## src/rtl/spi_master_multi.sv

```systemverilog
// spi_master_multi: one SPI engine serving NUM_SLAVES chip selects with
// per-word CPOL/CPHA, bit order, SCLK divider and CS-held bursts.
`timescale 1ns/1ps
module spi_master_multi #(
  parameter int DATA_WIDTH = 8,
  parameter int NUM_SLAVES = 4,
  parameter int SEL_W      = 2,
  parameter int DIV_W      = 8
) (
  input  logic                  clk,
  input  logic                  rst,
  input  logic                  tx_valid,
  output logic                  tx_ready,
  input  logic [DATA_WIDTH-1:0] tx_data,
  input  logic [SEL_W-1:0]      slave_sel,
  input  logic                  cpol,
  input  logic                  cpha,
  input  logic                  lsb_first,
  input  logic                  cs_hold,
  input  logic [DIV_W-1:0]      clk_div,
  output logic                  rx_valid,
  output logic [DATA_WIDTH-1:0] rx_data,
  output logic                  busy,
  output logic                  sclk,
  output logic                  mosi,
  input  logic                  miso,
  output logic [NUM_SLAVES-1:0] cs_n
);

  localparam int TOG_W = $clog2(2 * DATA_WIDTH + 1);
  localparam logic [TOG_W-1:0] TOG_LAST = TOG_W'(2 * DATA_WIDTH);

  typedef enum logic [2:0] {
    IDLE,
    SETUP,
    XFER,
    HOLD,
    GAP
  } state_t;

  state_t                r_state;
  logic [DIV_W-1:0]      r_cnt;
  logic [DIV_W-1:0]      r_h;
  logic [TOG_W-1:0]      r_tog;
  logic [DATA_WIDTH-1:0] r_tx;
  logic [DATA_WIDTH-1:0] r_rx;
  logic [DATA_WIDTH-1:0] r_rx_data;
  logic                  r_rx_valid;
  logic                  r_cpol;
  logic                  r_cpha;
  logic                  r_lsb;
  logic                  r_hold;
  logic                  r_sclk;
  logic                  r_mosi;
  logic [NUM_SLAVES-1:0] r_cs_n;

  logic             w_last;
  logic             w_accept;
  logic             w_edge;
  logic             w_lead;
  logic             w_final;
  logic             w_sample;
  logic             w_shift;
  logic [DIV_W-1:0] w_div;

  function automatic logic f_bit(
    input logic [DATA_WIDTH-1:0] d,
    input logic                  lsb
  );
    return lsb ? d[0] : d[DATA_WIDTH-1];
  endfunction

  function automatic logic [DATA_WIDTH-1:0] f_shl(
    input logic [DATA_WIDTH-1:0] d,
    input logic                  lsb
  );
    return lsb ? (d >> 1) : (d << 1);
  endfunction

  function automatic logic [DATA_WIDTH-1:0] f_rx(
    input logic [DATA_WIDTH-1:0] d,
    input logic                  m,
    input logic                  lsb
  );
    return lsb ? {m, d[DATA_WIDTH-1:1]} : {d[DATA_WIDTH-2:0], m};
  endfunction

  // Out-of-range selects decode to no active chip select.
  function automatic logic [NUM_SLAVES-1:0] f_cs(
    input logic [SEL_W-1:0] s
  );
    logic [NUM_SLAVES-1:0] v;
    v = '1;
    for (int i = 0; i < NUM_SLAVES; i++) begin
      if (int'(s) == i) v[i] = 1'b0;
    end
    return v;
  endfunction

  assign w_last   = (r_cnt == r_h - DIV_W'(1));
  assign tx_ready = (r_state == IDLE) |
                    ((r_state == HOLD) & w_last & r_hold);
  assign w_accept = tx_valid & tx_ready;
  assign w_div    = (clk_div == '0) ? DIV_W'(1) : clk_div;

  // Toggle k+1 is about to happen; odd toggles are leading edges.
  assign w_edge   = w_last & ((r_state == SETUP) |
                    ((r_state == XFER) & (r_tog != TOG_LAST)));
  assign w_lead   = ~r_tog[0];
  assign w_final  = (r_tog == TOG_LAST - TOG_W'(1));
  assign w_sample = w_lead ^ r_cpha;
  assign w_shift  = ~w_sample & ~w_final;

  always_ff @(posedge clk or negedge rst) begin
    if (!rst) begin
      r_state    <= IDLE;
      r_cnt      <= '0;
      r_h        <= DIV_W'(1);
      r_tog      <= '0;
      r_tx       <= '0;
      r_rx       <= '0;
      r_rx_data  <= '0;
      r_rx_valid <= 1'b0;
      r_cpol     <= 1'b0;
      r_cpha     <= 1'b0;
      r_lsb      <= 1'b0;
      r_hold     <= 1'b0;
      r_sclk     <= 1'b0;
      r_mosi     <= 1'b0;
      r_cs_n     <= '1;
    end else begin
      r_rx_valid <= 1'b0;
      if (w_accept) begin
        r_state <= SETUP;
        r_cnt   <= '0;
        r_h     <= w_div;
        r_tog   <= '0;
        r_cpol  <= cpol;
        r_cpha  <= cpha;
        r_lsb   <= lsb_first;
        r_hold  <= cs_hold;
        r_sclk  <= cpol;
        if (r_state == IDLE) r_cs_n <= f_cs(slave_sel);
        if (!cpha) begin
          r_mosi <= f_bit(tx_data, lsb_first);
          r_tx   <= f_shl(tx_data, lsb_first);
        end else begin
          r_tx   <= tx_data;
        end
      end else begin
        if (r_state != IDLE) begin
          r_cnt <= w_last ? '0 : r_cnt + DIV_W'(1);
        end
        case (r_state)
          IDLE: begin
            r_cnt <= '0;
          end
          SETUP: begin
            if (w_last) r_state <= XFER;
          end
          XFER: begin
            if (w_last && (r_tog == TOG_LAST)) begin
              r_state    <= HOLD;
              r_rx_data  <= r_rx;
              r_rx_valid <= 1'b1;
            end
          end
          HOLD: begin
            if (w_last) begin
              r_state <= GAP;
              r_cs_n  <= '1;
            end
          end
          GAP: begin
            if (w_last) r_state <= IDLE;
          end
          default: begin
            r_state <= IDLE;
          end
        endcase
        if (w_edge) begin
          r_sclk <= ~r_sclk;
          r_tog  <= r_tog + TOG_W'(1);
          if (w_sample) r_rx <= f_rx(r_rx, miso, r_lsb);
          if (w_shift) begin
            r_mosi <= f_bit(r_tx, r_lsb);
            r_tx   <= f_shl(r_tx, r_lsb);
          end
        end
      end
    end
  end

  assign busy     = (r_state != IDLE);
  assign sclk     = r_sclk;
  assign mosi     = r_mosi;
  assign cs_n     = r_cs_n;
  assign rx_valid = r_rx_valid;
  assign rx_data  = r_rx_data;

endmodule

```

## config.mk

```make
export PLATFORM = sky130hd
export DESIGN_NAME = spi_master_multi
export DESIGN_NICKNAME = d
export VERILOG_FILES = /design/src/rtl/spi_master_multi.sv
export SDC_FILE = /design/constraint.sdc
export NUM_CORES = 1
export LEC_CHECK = 0
export BUFFER_PORTS_ARGS = -buffer_cell sky130_fd_sc_hd__buf_2
export CORE_MARGIN = 1
export CORE_UTILIZATION = 25
export DETAILED_ROUTE_END_ITERATION = 16
export GPL_TIMING_DRIVEN = 1
export PLACE_DENSITY = 0.41
export SLEW_MARGIN = 20
export SYNTH_ARGS = -nofsm -noshare
export SYNTH_HDL_FRONTEND = slang
export SYNTH_SLANG_ARGS = --single-unit
```

## constraint.sdc

```tcl
create_clock -name clk -period 4.5 [get_ports clk]
set_input_delay 0.45 -clock clk [delete_from_list [all_inputs] [get_ports clk]]
set_output_delay 0.45 -clock clk [all_outputs]
set_load 0.1 [all_outputs]
```

==> results.md <==
- Status: completed
- Max-slew violations: 0
- Cells after Synth: 331
- Gr ovfl total: 0
- Register area share after synthesis: 0.432
- Fmax: 264 MHz
- Worst-Skew Late Latency: 0.33 ns
- Ant. Diodes: 0
- Fraction of layout cells with a size suffix above 1: 0.293
- Die area: 14000 um^2
- CTS sink cnt: 58
- Slew @ Worst Pin: 0.824 ns
- Leak pwr: 0.00178 uW
- Number of global-route vias before repair: 2537
- Min Hold Slack: 0.271 ns
- Drt total wl: 7940 um
- Critical path peak fanout: 17
- IO Port Bufs: 42
- Vias per cell: 4.73
- Setup violations, final: 0
- Relative slew slack: 0.451
- Hold Crit Class: input pin to asynchronous set/reset pin
- H-tree depth: 3
- Sw Ratio: 0.405
- Worst setup EP type: output pin
- Largest net degree at the start of global routing: 59
- Mean Syn Cell Area: 10.2 um^2
- Commonest non-fill, non-tap cell in the layout: dfrtp_1
- Pre-CTS setup slack: 1.05 ns
- Nets: 398
- Clk root buf: clkbuf_16
- R2r setup slk: 1.07 ns
- Slowest CP cell: dfstp_2
- Total GRT Usage: 0.123
- Post-CTS Setup Bufs: 0
- Post-synthesis cell type count: 58
- P_sw: 1160 uW
- Clock Skews: 0.00928 ns
- Synth Register Bits: 58
- Comb power frac: 0.397
- Worst path top cell family by delay: compound AO/OA/AOI/OAI gates
- First-pass GRT wire length: 13500 um
- Placeable core region: 13200 um^2
- Most frequent cells in the layout: dfrtp_1 (53), buf_2 (42), nor2_1 (27), mux2_2 (27), nand2_1 (21)
- Detailed Route Iter0 Violations: 95
- CTS tree: done
- Drt wl/cell: 14.5 um
- # fillers: 1377
- Crit Path Class: register to output pin
- Fin crit share: 0.843
- Die H: 118 um
- Post-detail-place hpwl: 5700 um
- WP buf/inv: 2
- Hold buffer count at CTS: 0
- Final WS setup: 0.706 ns
- Initial Utilization: 0.256
- Final ANT Viol Nets: 0
- Die width: 118 um
- Initial antenna violation count: 0
- Sequence of cells on the critical path: inv_1, ha_1, or3_4, nor3_2, o21ai_2, a2111o_1, o21a_4, nor2_1, buf_2
- Startpoint Class: register
- Crit path DAT: 3.34 ns
- Final hold vios: 0
- Fin crit period: 3.79 ns
- # resized after CTS: 0
- Util after Layout: 0.309
- Internal power: 1710 uW
- Synth warn: 0
- # DRC: 0
- CTS buffer count: 9
- RSZ-0062 raised after global routing: false
- Setup_tns: 0 ns
- Mapped Area: 3380 um^2
- Register area: 1460 um^2
- Vias: 2591
- Seq pwr share: 0.338
- PD cells: 704 nW/um^2
- Peak supply drop: 0.395 mV
- Worst-path clk slew: 0.05 ns
- Row Count: 42
- Top_reg_cell synth: dfrtp_1
- Final GP Congestion: 0.725
- Area grow syn2layout: 20.6%
- IO Count: 43
- Maximum clock insertion buffer count: 2
- Post-synth EDFFs: 0
- CP required: 4.05 ns
- Max-cap violations: 0
- Worst stage delay on the critical path: 0.62 ns
- Asr flop ratio synth: 1.00
- Syn nets: 362
- DR pass1 iterations: 5
- Area of the multi-input gates: 1790 um^2
- Clock power share: 0.266
area by class of cell:
type | count | share of cell area
clock inverters | 2 | 0.0147
well taps | 176 | 0.0541
clock buffers | 14 | 0.0673
flip-flops and latches | 58 | 0.358
repair buffers | 44 | 0.0553
multi-input cells | 243 | 0.441
inverters | 11 | 0.0101
stage by stage:
| step | instance area (um^2) | instances | total power (uW) |
|---|---|---|---|
| floorplan | 3380 | 331 | 1890 |
| global placement | 3740 | 532 | 2120 |
| detailed placement | 3740 | 532 | 2120 |
| CTS | 4070 | 548 | 2910 |
| global route | 4070 | 548 | 3070 |
| finish | 4070 | 548 | 2870 |
final timing paths:
kind	endpoint	startpoint	cells past startpoint
worst max register to register	rx_data[5]$_DFFE_PN0P_	r_h[0]$_DFFE_PN1N_	9
worst max-delay path	tx_ready	r_h[0]$_DFFE_PN1N_	9
worst min-delay path	rx_data[6]$_DFFE_PN0P_	rst	2
min in group clk	r_hold$_DFFE_PN0N_	cs_hold	2
max in group asynchronous	r_h[6]$_DFFE_PN0N_	rst	2
worst min register to register	rx_data[0]$_DFFE_PN0P_	rx_data[0]$_DFFE_PN0P_	1
cell usage after synthesis, drive strengths merged (2+ instances only):
cell type   n  area share
dfrtp      53        0.39
or3         2      0.0052
nand4b      2      0.0052
o31ai       2      0.0044
clkbuf     15       0.017
or2         4      0.0074
a31o        3      0.0078
mux2i      18       0.053
nor2       27       0.030
a221oi      2      0.0052
dfstp       5       0.039
inv        11       0.012
nor4        4       0.012
nor3b       2      0.0044
or3b        2      0.0052
and3        7       0.013
o21ai      16       0.026
xor2        9       0.023
a31oi       2      0.0037
a21oi      11       0.017
nand2      21       0.023
ha          5       0.019
a2111oi     2      0.0070
nand2b      3      0.0056
nand3      14       0.021
nand4bb     2      0.0067
o211a       2      0.0059
o211ai      6       0.013
nand4       4      0.0074
a221o       6       0.018
mux2       28       0.095
xnor2      10       0.026
buf         4      0.0078
nor3       12       0.023
power groups by stage:
stage	Clock, uW	Sequential (uW)	Combinational, uW
2_1_floorplan	0	1060	829
3_3_place_gp	0	977	1150
3_5_place_dp	0	979	1140
4_1_cts	786	971	1150
5_1_grt	810	1010	1250
6_report	761	968	1140
layer usage:
layer | part of all wire | track usage | routed length [um]
met5 | 0 | 0 | 0
met4 | 0.013 | 0.0409 | 106
met3 | 0.035 | 0.0386 | 276
met2 | 0.44 | 0.181 | 3510
met1 | 0.51 | 0.171 | 4040
registers in the layout, summed over array words and instances, names as in the netlist:
signal,cells
r_cpha,1
rx_data,8
cs_n,4
r_lsb,1
r_h,8
r_rx,8
r_state,3
r_hold,1
mosi,1
r_tog,5
sclk,1
r_tx,8
r_cnt,8
rx_valid,1
logic make-up after synthesis:
logic type / share of synthesized area
mux: 0.148
fa+ha+maj: 0.0185
buf+inv: 0.0367
xor+xnor: 0.0493
flops: 0.432
simple gates: 0.181
compound gates: 0.135
Note: power is estimated with default switching activity, not from simulation.
